==> src/rtl/rr_grant_ctrl4_if.sv <==
// Handshake bundle between four requesters and the rr_grant_ctrl4 arbiter.
// Ports: en/req flow from requesters (master) to arbiter (slave);
//        gnt/gnt_idx/gnt_vld flow back from arbiter to requesters.
interface rr_grant_ctrl4_if;
  logic       en;       // arbiter enable; low drops any grant
  logic [3:0] req;      // level request per requester, held until served
  logic [3:0] gnt;      // one-hot grant, all-zero when idle
  logic [1:0] gnt_idx;  // binary owner index, meaningful when gnt_vld=1
  logic       gnt_vld;  // a grant is active

  modport master (output en, req, input gnt, gnt_idx, gnt_vld);
  modport slave  (input en, req, output gnt, gnt_idx, gnt_vld);
endinterface

==> src/rtl/rr_grant_ctrl4.sv <==
// Purpose : round-robin owner of a shared 4-way resource; registered one-hot grant.
// Latency : grant appears 1 cycle after req is sampled; owner switches on one edge.
// Backpr. : owner holds until it drops req (or, with HOLD_LIMIT_EN, until MAX_HOLD
//           consecutive cycles elapse while others wait); losers keep req asserted.
// Ports   : clk, rst (sync, active-high); arb (rr_grant_ctrl4_if.slave): en, req in;
//           gnt, gnt_idx, gnt_vld out, all registered.
// Config  : define HOLD_LIMIT_EN to enable forced rotation after MAX_HOLD cycles.
module rr_grant_ctrl4 #(
  parameter int MAX_HOLD = 8,
  parameter int CNT_W    = 4
) (
  input  logic             clk,
  input  logic             rst,
  rr_grant_ctrl4_if.slave  arb
);

  // Counter must be able to represent MAX_HOLD.
  if (2**CNT_W <= MAX_HOLD) begin : g_bad_cfg
    $error("rr_grant_ctrl4: CNT_W too small for MAX_HOLD");
  end

  typedef enum logic {IDLE, GRANT} state_t;

  state_t     state_q, state_d;
  logic [1:0] ptr_q, ptr_d;
  logic [1:0] idx_q, idx_d;
  logic       vld_q, vld_d;
  logic [3:0] gnt_q, gnt_d;
  logic [3:0] cand;
  logic [1:0] pick;
  logic       new_grant;
`ifdef HOLD_LIMIT_EN
  logic [CNT_W-1:0] cnt_q, cnt_d;
`endif

  // First set bit of r searching p, p+1, p+2, p+3 (mod 4).
  function automatic logic [1:0] rr_pick(input logic [3:0] r, input logic [1:0] p);
    logic [1:0] res;
    logic [1:0] pos;
    res = p;
    for (int k = 3; k >= 0; k--) begin
      pos = p + 2'(k);
      if (r[pos]) res = pos;
    end
    return res;
  endfunction

  // While granted, the current owner is never a candidate: either it has dropped
  // req (mask is a no-op) or it is being preempted by the hold limit.
  always_comb begin
    cand = arb.req;
    if (state_q == GRANT) cand = arb.req & ~gnt_q;
  end

  assign pick = rr_pick(cand, ptr_q);

  always_comb begin
    state_d   = state_q;
    ptr_d     = ptr_q;
    idx_d     = idx_q;
    vld_d     = vld_q;
    new_grant = 1'b0;
`ifdef HOLD_LIMIT_EN
    cnt_d     = cnt_q;
`endif

    if (!arb.en) begin
      // Everything back to reset values except the rotation pointer.
      state_d = IDLE;
      idx_d   = 2'd0;
      vld_d   = 1'b0;
`ifdef HOLD_LIMIT_EN
      cnt_d   = '0;
`endif
    end else begin
      case (state_q)
        IDLE: begin
          if (|cand) new_grant = 1'b1;
        end
        GRANT: begin
          if (arb.req[idx_q]) begin
`ifdef HOLD_LIMIT_EN
            if ((cnt_q >= CNT_W'(MAX_HOLD)) && (|cand)) begin
              new_grant = 1'b1;
            end else if (cnt_q != '1) begin
              cnt_d = cnt_q + 1'b1;
            end
`endif
          end else if (|cand) begin
            new_grant = 1'b1;
          end else begin
            state_d = IDLE;
            idx_d   = 2'd0;
            vld_d   = 1'b0;
`ifdef HOLD_LIMIT_EN
            cnt_d   = '0;
`endif
          end
        end
        default: state_d = IDLE;
      endcase

      if (new_grant) begin
        state_d = GRANT;
        idx_d   = pick;
        vld_d   = 1'b1;
        ptr_d   = pick + 2'd1;
`ifdef HOLD_LIMIT_EN
        cnt_d   = CNT_W'(1);
`endif
      end
    end

    // 2-to-4 decode of the next owner index, enabled by next valid.
    gnt_d = vld_d ? (4'b0001 << idx_d) : 4'b0000;
  end

  always_ff @(posedge clk) begin
    if (rst) begin
      state_q <= IDLE;
      ptr_q   <= 2'd0;
      idx_q   <= 2'd0;
      vld_q   <= 1'b0;
      gnt_q   <= 4'b0000;
`ifdef HOLD_LIMIT_EN
      cnt_q   <= '0;
`endif
    end else begin
      state_q <= state_d;
      ptr_q   <= ptr_d;
      idx_q   <= idx_d;
      vld_q   <= vld_d;
      gnt_q   <= gnt_d;
`ifdef HOLD_LIMIT_EN
      cnt_q   <= cnt_d;
`endif
    end
  end

  assign arb.gnt     = gnt_q;
  assign arb.gnt_idx = idx_q;
  assign arb.gnt_vld = vld_q;

endmodule

==> src/flat_wrapper.sv <==
// flat-port wrapper written by rule: the top's interface ports become plain ports
module rr_grant_ctrl4_flat 
#(
  parameter int MAX_HOLD = 8,
  parameter int CNT_W    = 4
)
  (clk, rst, arb_en, arb_req, arb_gnt, arb_gnt_idx, arb_gnt_vld);
  rr_grant_ctrl4_if arb_i ();
  input  logic clk;
  input  logic rst;
  input wire logic [$bits(arb_i.en)-1:0] arb_en;
  input wire logic [$bits(arb_i.req)-1:0] arb_req;
  output wire logic [$bits(arb_i.gnt)-1:0] arb_gnt;
  output wire logic [$bits(arb_i.gnt_idx)-1:0] arb_gnt_idx;
  output wire logic [$bits(arb_i.gnt_vld)-1:0] arb_gnt_vld;
  assign arb_i.en = arb_en;
  assign arb_i.req = arb_req;
  assign arb_gnt = arb_i.gnt;
  assign arb_gnt_idx = arb_i.gnt_idx;
  assign arb_gnt_vld = arb_i.gnt_vld;
  rr_grant_ctrl4 #(.MAX_HOLD(MAX_HOLD), .CNT_W(CNT_W)) u_core (.clk(clk), .rst(rst), .arb(arb_i));
endmodule
==> config.mk <==
export PLATFORM = sky130hd
export DESIGN_NAME = rr_grant_ctrl4_flat
export DESIGN_NICKNAME = d
export VERILOG_FILES = /design/src/rtl/rr_grant_ctrl4_if.sv /design/src/rtl/rr_grant_ctrl4.sv /design/src/flat_wrapper.sv
export SDC_FILE = /design/constraint.sdc
export NUM_CORES = 1
export LEC_CHECK = 0
export BUFFER_PORTS_ARGS = -buffer_cell sky130_fd_sc_hd__buf_4
export CAP_MARGIN = 15
export CORE_AREA = 2 2 39 41
export CTS_BUF_LIST = sky130_fd_sc_hd__clkbuf_2
export CTS_CLUSTER_DIAMETER = 200
export DETAILED_ROUTE_END_ITERATION = 10
export DIE_AREA = 0 0 41 43
export PLACE_DENSITY = 0.8
export SLEW_MARGIN = 0
export SYNTH_ARGS = -nofsm -noshare
export SYNTH_HDL_FRONTEND = slang
export SYNTH_SLANG_ARGS = --single-unit
==> constraint.sdc <==
create_clock -name clk -period 2.5 [get_ports clk]
set_input_delay 0.25 -clock clk [delete_from_list [all_inputs] [get_ports clk]]
set_output_delay 0.25 -clock clk [all_outputs]
set_load 0.03 [all_outputs]
== Yosys cells after proc, flatten, opt, wreduce, memory -nomap -nowiden ==
Cells that the tools add are included.

* Register bits after elaboration: 10
* Input bits: 7
* Output and inout bits: 7
* Logic and storage cells: 56

* $add $sub $neg: 4
* $lt $le $gt $ge: 5
* Shifts and indexed selects: 1
* Multiplexer cells: 32
* Bitwise operators: 5
* Reduce and logical (&&, ||, !) cells: 4

{| class="wikitable"
|+ Operator list
! kind !! number
|-
| 2-bit two-way mux || 9
|-
| 1-bit two-way mux || 16
|-
| 2-bit by 3-bit less-than comparator with 1-bit output (second input constant) || 5
|-
| 1-bit binary-select mux with 2-bit select || 5
|-
| 2-bit by 1-bit adder with 2-bit output (second input constant) || 2
|-
| 2-bit adder (second input constant) || 2
|-
| 4-bit AND || 1
|-
| 4-bit two-way mux || 1
|-
| 4-bit inverter || 1
|-
| 2-bit OR reduction || 2
|-
| 4-bit OR reduction || 1
|-
| 1-bit by 2-bit << shifter with 4-bit output (first input constant) || 1
|-
| 1-bit inverter || 3
|-
| 1-bit one-hot mux with 2 select lines || 1
|-
| 2-bit AND reduction || 1
|}

== Depth between registers and ports, before layout ==
* Depth after elaboration: 12
* Depth in mapped cells: 7
* Gate-level depth less buffers: 6

== Worst setup path after synthesis ==
Ideal clock, no wire load.

* Path kind: register to register
* From: register u_core.idx_q[0], in the netlist u_core.arb.gnt_idx[0]
* To: register u_core.gnt_q[0], in the netlist u_core.arb.gnt[0]
* Library setup time: 0.064 ns
* Arrival: 1.909 ns
* Required time: 2.436 ns
* Slack: 0.527 ns
* Cell stages (with the launch flop): 8
* Path through: dfxtp_1 > buf_6 > mux4_2 > nand2b_1 > o31ai_1 > a211oi_2 > a21bo_1 > nor2_1

* Cells in the longest elaborated chain, start to end: 9

{| class="wikitable"
|+ Ends and longest elaborated chain
! item !! RTL line !! source
|-
| start: declaration || rr_grant_ctrl4.sv:26 || <nowiki>logic [1:0] idx_q, idx_d;</nowiki>
|-
| start signal: assignment || rr_grant_ctrl4.sv:131 || <nowiki>idx_q <= idx_d;</nowiki>
|-
| 1-bit binary-select mux with 2-bit select || rr_grant_ctrl4.sv:81 || <nowiki>if (arb.req[idx_q]) begin</nowiki>
|-
| 1-bit two-way mux (implied by the code) || rr_grant_ctrl4.sv:81 ||
|-
| 1-bit two-way mux || rr_grant_ctrl4.sv:81 ||
|-
| 1-bit one-hot mux with 2 select lines || rr_grant_ctrl4.sv:76 || <nowiki>case (state_q)</nowiki>
|-
| 1-bit two-way mux || rr_grant_ctrl4.sv:67 || <nowiki>if (!arb.en) begin</nowiki>
|-
| 1-bit two-way mux || rr_grant_ctrl4.sv:103 || <nowiki>if (new_grant) begin</nowiki>
|-
| 1-bit two-way mux || rr_grant_ctrl4.sv:67 ||
|-
| 1-bit inverter (no line) || - ||
|-
| 2-bit OR reduction (no line) || - ||
|-
| end signal: assignment || rr_grant_ctrl4.sv:133 || <nowiki>gnt_q <= gnt_d;</nowiki>
|-
| end: declaration || rr_grant_ctrl4.sv:28 || <nowiki>logic [3:0] gnt_q, gnt_d;</nowiki>
|}

Several ways; a longest one is shown, not always the timed one. The select of a mux whose other input is x is not followed.
A chain may end at the register's enable or synchronous reset.

== Worst setup path after layout ==
* From: register u_core.state_q
* To: register u_core.gnt_q[0], in the netlist u_core.arb.gnt[0]

* Cells in the longest elaborated chain, start to end: 10

{| class="wikitable"
|+ Ends and longest elaborated chain
! item !! RTL line !! source
|-
| start: declaration || rr_grant_ctrl4.sv:24 || <nowiki>state_t state_q, state_d;</nowiki>
|-
| start signal: assignment || rr_grant_ctrl4.sv:129 || <nowiki>state_q <= state_d;</nowiki>
|-
| 4-bit two-way mux || rr_grant_ctrl4.sv:52 || <nowiki>if (state_q == GRANT) cand = arb.req & ~gnt_q;</nowiki>
|-
| 1-bit binary-select mux with 2-bit select or 4-bit OR reduction (tied branches) || rr_grant_ctrl4.sv:43, rr_grant_ctrl4.sv:78, rr_grant_ctrl4.sv:89 ||
|-
| 1-bit two-way mux, on equally long branches || rr_grant_ctrl4.sv:43, rr_grant_ctrl4.sv:78, rr_grant_ctrl4.sv:89 ||
|-
| 2-bit two-way mux or 1-bit two-way mux (tied branches) || rr_grant_ctrl4.sv:43, rr_grant_ctrl4.sv:81 ||
|-
| 2-bit two-way mux or 1-bit one-hot mux with 2 select lines (tied branches) || rr_grant_ctrl4.sv:43, rr_grant_ctrl4.sv:76 ||
|-
| 2-bit two-way mux or 1-bit two-way mux (tied branches) || rr_grant_ctrl4.sv:43, rr_grant_ctrl4.sv:67 ||
|-
| 2-bit two-way mux or 1-bit two-way mux (tied branches) || rr_grant_ctrl4.sv:43, rr_grant_ctrl4.sv:103 ||
|-
| 2-bit two-way mux or 1-bit two-way mux (tied branches) || rr_grant_ctrl4.sv:103, rr_grant_ctrl4.sv:67 ||
|-
| 2-bit two-way mux or 1-bit inverter (tied branches) || - ||
|-
| 1-bit by 2-bit << shifter with 4-bit output or 2-bit OR reduction (tied branches) || - ||
|}

Several ways; a longest one is shown, not always the timed one. The select of a mux whose other input is x is not followed.

==> run summary <==
The flow ran to the end, and the final reports show no timing, DRC or antenna violations. For this design, the CTS-stage hold fixing added 0 buffers. The portion of total power attributed to the clock network is 20.2%. Top cell type's share of synthesized area: 31.1%. Entering global routing, the biggest net connects 14 pins. The congestion estimate from routability-driven global placement came to 0.750. On the critical path the largest part of the delay comes from compound AO/OA/AOI/OAI gates. For the full die area, the log shows 1760 um^2. Dividing total power by cell area gives a power density of 528 nW/um^2. Max-cap violations in this run came to 0. The die span in y is 43 um, and the total buffers and inverters traversed by the critical path is 0. On the final layout, the worst hold slack is 0.161 ns. The normalized max-slew margin was 67.9%; the logic depth of the worst setup path including buffers was 6. The routed design could run at a clock period as short as 1.99 ns. The critical path starts at u_core.state_q$_SDFF_PP0_. The final core area utilization is 55.0%. Of the total power, registers draw 46.9%. For the initial detailed-routing violation count, the log shows 16.

0 antenna diodes ended up in the layout. The final routed DRC violation total was 0; the flip-flop and latch count after synthesis was 10. In this run the register-to-register setup slack is 0.51 ns. Fraction of the yosys area taken by sequential cells: 31.1%. In the post-route analysis, the smallest setup slack over all paths is 0.509 ns.

The min-delay analysis places its worst path in the category input port to flop. The run gives 14 as the row count. Critical path class: flop to flop. Cells with a size suffix above 1 make up 22.1% of the layout. Setup violations remaining at the end of the flow were counted as 0. The area of the core came out at 1380 um^2. Final global-route overflow total: 0. The leakage power of the design was 0.316 nW; the share of synthesized cell area in full adder, half adder and majority cells was 0%. The area fraction in and, or, nand and nor cells after synthesis works out to 26.5%.

The logs give 0.244 mV for the worst ir drop on vdd and 46.5% for the initial cell density of the core. The logs give 0 ns for the sum of negative setup slack and 19.2% for the global routing usage summed across all routing layers. The run gives 0.262 mW as the internal power contribution. Traced cell by cell, the critical path runs through o21ba_2 -> or3_1 -> o31ai_1 -> a211oi_2 -> a21bo_1 -> nor2_1. The net load switching power is 0.140 mW, and the final hold violation count is 0. The mux share of post-synthesis cell area works out to 6.61%. The cell count of the worst reg-to-reg path came out at 6. The worst setup path is captured at a flop.

The width of the chip came out at 41 um. For the highest attainable clock frequency, the log shows 502 MHz. The clock reaches the later pin of the worst-skew pair after 0.24 ns. The number of global-route vias before repair was 593; the slew at the pin closest to its max-slew limit was 0.477 ns.

Across the routed clock network, the largest skew measured is 0.00453 ns. The run gives 10 as the clock net sink count. After synthesis, the largest family of logic cells by area is compound AO/OA/AOI/OAI gates. The netlist uses 35 different library cells. The area growth from synthesis to layout works out to 18.3%.

The run gives 104 as the number of nets in the layout. For the maximum clock insertion buffer count, the log shows 2. During placement, the flow inserted port buffers numbering 13. The endpoint identified for the worst register-to-register timing path is u_core.arb.gnt[0]$_SDFF_PP0_. The synthesized netlist devotes 31.7% of its cell area to compound gates. The required time at the endpoint of the critical path was 2.63 ns; the clock buffer count from CTS was 3.

The number of nets in the synthesized netlist is 88. The filler cells instantiated in the layout total 135. The share of total power dissipated in combinational logic is 32.8%. Instance area at placement: 746 um^2. Of all cell types, the one taking the most synthesized area is sky130_fd_sc_hd__dfxtp_1.

Overall power: 0.402 mW. For this run, the detailed router's first-pass iteration total came to 5. The tools report the quantity of gates resized following cts as 0. The number of antenna violations at the first check in global routing was 0. The tools report the max-slew violation count as 0. The end of the critical path is u_core.arb.gnt[0]$_SDFF_PP0_. For the count of non-filler cells in the finished layout, the log shows 111. Summing every instance area after synthesis gives 643 um^2.

Using the TritonRoute via totals, the vias-per-cell ratio works out to 6.03. The synthesized instance count came out at 81. Leaving out fill and tap cells, the most frequent cells in the layout are sky130_fd_sc_hd__nor2_1 (13), sky130_fd_sc_hd__buf_4 (13), sky130_fd_sc_hd__dfxtp_1 (10). At the worst endpoint, the arrival time is 2.12 ns. TritonCTS built the clock tree.

The tools report the number of nets still failing antenna checks after routing as 0. Highest net fanout along the worst path: 13. The clock transition at the register clock pins on the worst setup and hold paths after CTS works out to 0.09 ns. The critical register-to-register path startpoint is u_core.state_q$_SDFF_PP0_. After routing the design area is 761 um^2.

After detailed routing, the average wire length per cell comes to 12.9 um. For the number of instances in the placed design, the log shows 108. First-pass GRT wire length: 2300 um. Net switching is 34.8% of the power. The tools report the total via count after detailed routing as 669. The area share of xor/xnor cells in the synthesized design works out to 0%. Once the clock tree was built, the setup fixing pass inserted 0 buffers. The tools report the depth of the CTS H-tree as 1. In the finished design, the share of the clock period the worst path needs comes to 79.7%. For this run, the number of Yosys warnings is 0. Pin placement for this block handled 14 I/O pins.

The critical-path cell with the highest stage delay is sky130_fd_sc_hd__dfxtp_1. By area the synthesized netlist is led by sky130_fd_sc_hd__dfxtp_1 (31%), sky130_fd_sc_hd__nor2_1 (7.6%), sky130_fd_sc_hd__nand2_1 (4.7%). On the worst path, the slowest cell contributes a delay of 0.57 ns. Prior to clock tree synthesis, the placed netlist has a worst setup slack of 0.539 ns.

The run gives 1430 um as the final wirelength. In the final layout, the multi-input gates occupy 417 um^2. Setup repair after global routing left no endpoint under its margin. The post-synthesis average cell area works out to 7.94 um^2. The library cell used as clock root buffer is sky130_fd_sc_hd__clkbuf_2. For the HPWL after detailed placement, the log shows 1170 um. For the total area of sequential cells, the log shows 200 um^2. The kind of launch point of the worst setup path is a flop.
-- cell type report --
cell class / instances / area share (%)
Inverter: 3 / 1.48
Sequential cell: 10 / 26.3
Timing Repair Buffer: 13 / 12.8
Clock buffer: 3 / 1.97
Multi-Input combinational cell: 66 / 54.8
Tap cell: 16 / 2.63
-- cell usage after synthesis --
master                     number
sky130_fd_sc_hd__a211oi_2       1
sky130_fd_sc_hd__a211o_1        1
sky130_fd_sc_hd__o21bai_1       1
sky130_fd_sc_hd__a211oi_1       1
sky130_fd_sc_hd__nand2_1        8
sky130_fd_sc_hd__nor2b_1        3
sky130_fd_sc_hd__o21ai_0        4
sky130_fd_sc_hd__nor2_1        13
sky130_fd_sc_hd__or3_1          1
sky130_fd_sc_hd__nor4_1         1
sky130_fd_sc_hd__nand4b_1       1
sky130_fd_sc_hd__a21boi_1       1
sky130_fd_sc_hd__a21oi_1        3
sky130_fd_sc_hd__o211ai_1       2
sky130_fd_sc_hd__buf_6          1
sky130_fd_sc_hd__dfxtp_1       10
sky130_fd_sc_hd__mux2i_1        2
sky130_fd_sc_hd__o22ai_1        2
sky130_fd_sc_hd__a21bo_2        2
sky130_fd_sc_hd__nand4_1        1
sky130_fd_sc_hd__inv_1          3
sky130_fd_sc_hd__a31o_1         1
sky130_fd_sc_hd__a22oi_1        1
sky130_fd_sc_hd__o21ba_2        1
sky130_fd_sc_hd__o31ai_1        1
sky130_fd_sc_hd__nor3_1         2
sky130_fd_sc_hd__a31oi_1        1
sky130_fd_sc_hd__or3b_1         1
sky130_fd_sc_hd__o211a_1        1
sky130_fd_sc_hd__buf_1          1
sky130_fd_sc_hd__nand3_1        4
sky130_fd_sc_hd__nand2b_1       1
sky130_fd_sc_hd__a21bo_1        2
sky130_fd_sc_hd__a21boi_0       1
sky130_fd_sc_hd__mux4_2         1
-- power groups by stage --
stage / clock network, mW / logic [mW] / registers (mW)
finish: 0.0813 / 0.132 / 0.188
global route: 0.0902 / 0.147 / 0.190
CTS: 0.0831 / 0.132 / 0.188
detailed placement: 0 / 0.132 / 0.192
global placement: 0 / 0.130 / 0.191
floorplan: 0 / 0.0868 / 0.200
-- how the worst min path moves through the flow --
stage          startpoint                      endpoint  slack, ns  cells after the start
2_1_floorplan         rst  u_core.ptr_q[0]$_SDFFE_PP0P_       0.32                      1
3_3_place_gp          rst  u_core.ptr_q[0]$_SDFFE_PP0P_       0.42                      2
3_5_place_dp          rst  u_core.ptr_q[0]$_SDFFE_PP0P_       0.42                      2
4_1_cts               rst  u_core.ptr_q[0]$_SDFFE_PP0P_       0.16                      2
5_1_grt               rst  u_core.ptr_q[0]$_SDFFE_PP0P_       0.14                      2
6_report              rst  u_core.ptr_q[0]$_SDFFE_PP0P_       0.16                      2
-- cells by family (layout without fill, tap and decap cells) --
family	after synthesis	count (layout)
buffers and inverters	5	19
DFF	10	10
and+or+nand+nor	36	36
muxes	3	3
AOI/OAI and AO/OA	27	27
-- sequential cells by signal (all words and copies together) (netlist names) --
name                flops
u_core.arb.gnt_vld      1
u_core.ptr_q            2
u_core.state_q          1
u_core.arb.gnt          4
u_core.arb.gnt_idx      2
-- layer usage --
metal	up-vias	wire length, um	track usage (%)
met5	-	0	0
met2	23	698	29.4
met1	315	626	22.6
met3	2	91	3.66
met4	0	18	13.3
li1	329	-	-
No activity file was read; power rests on OpenSTA's default activity.
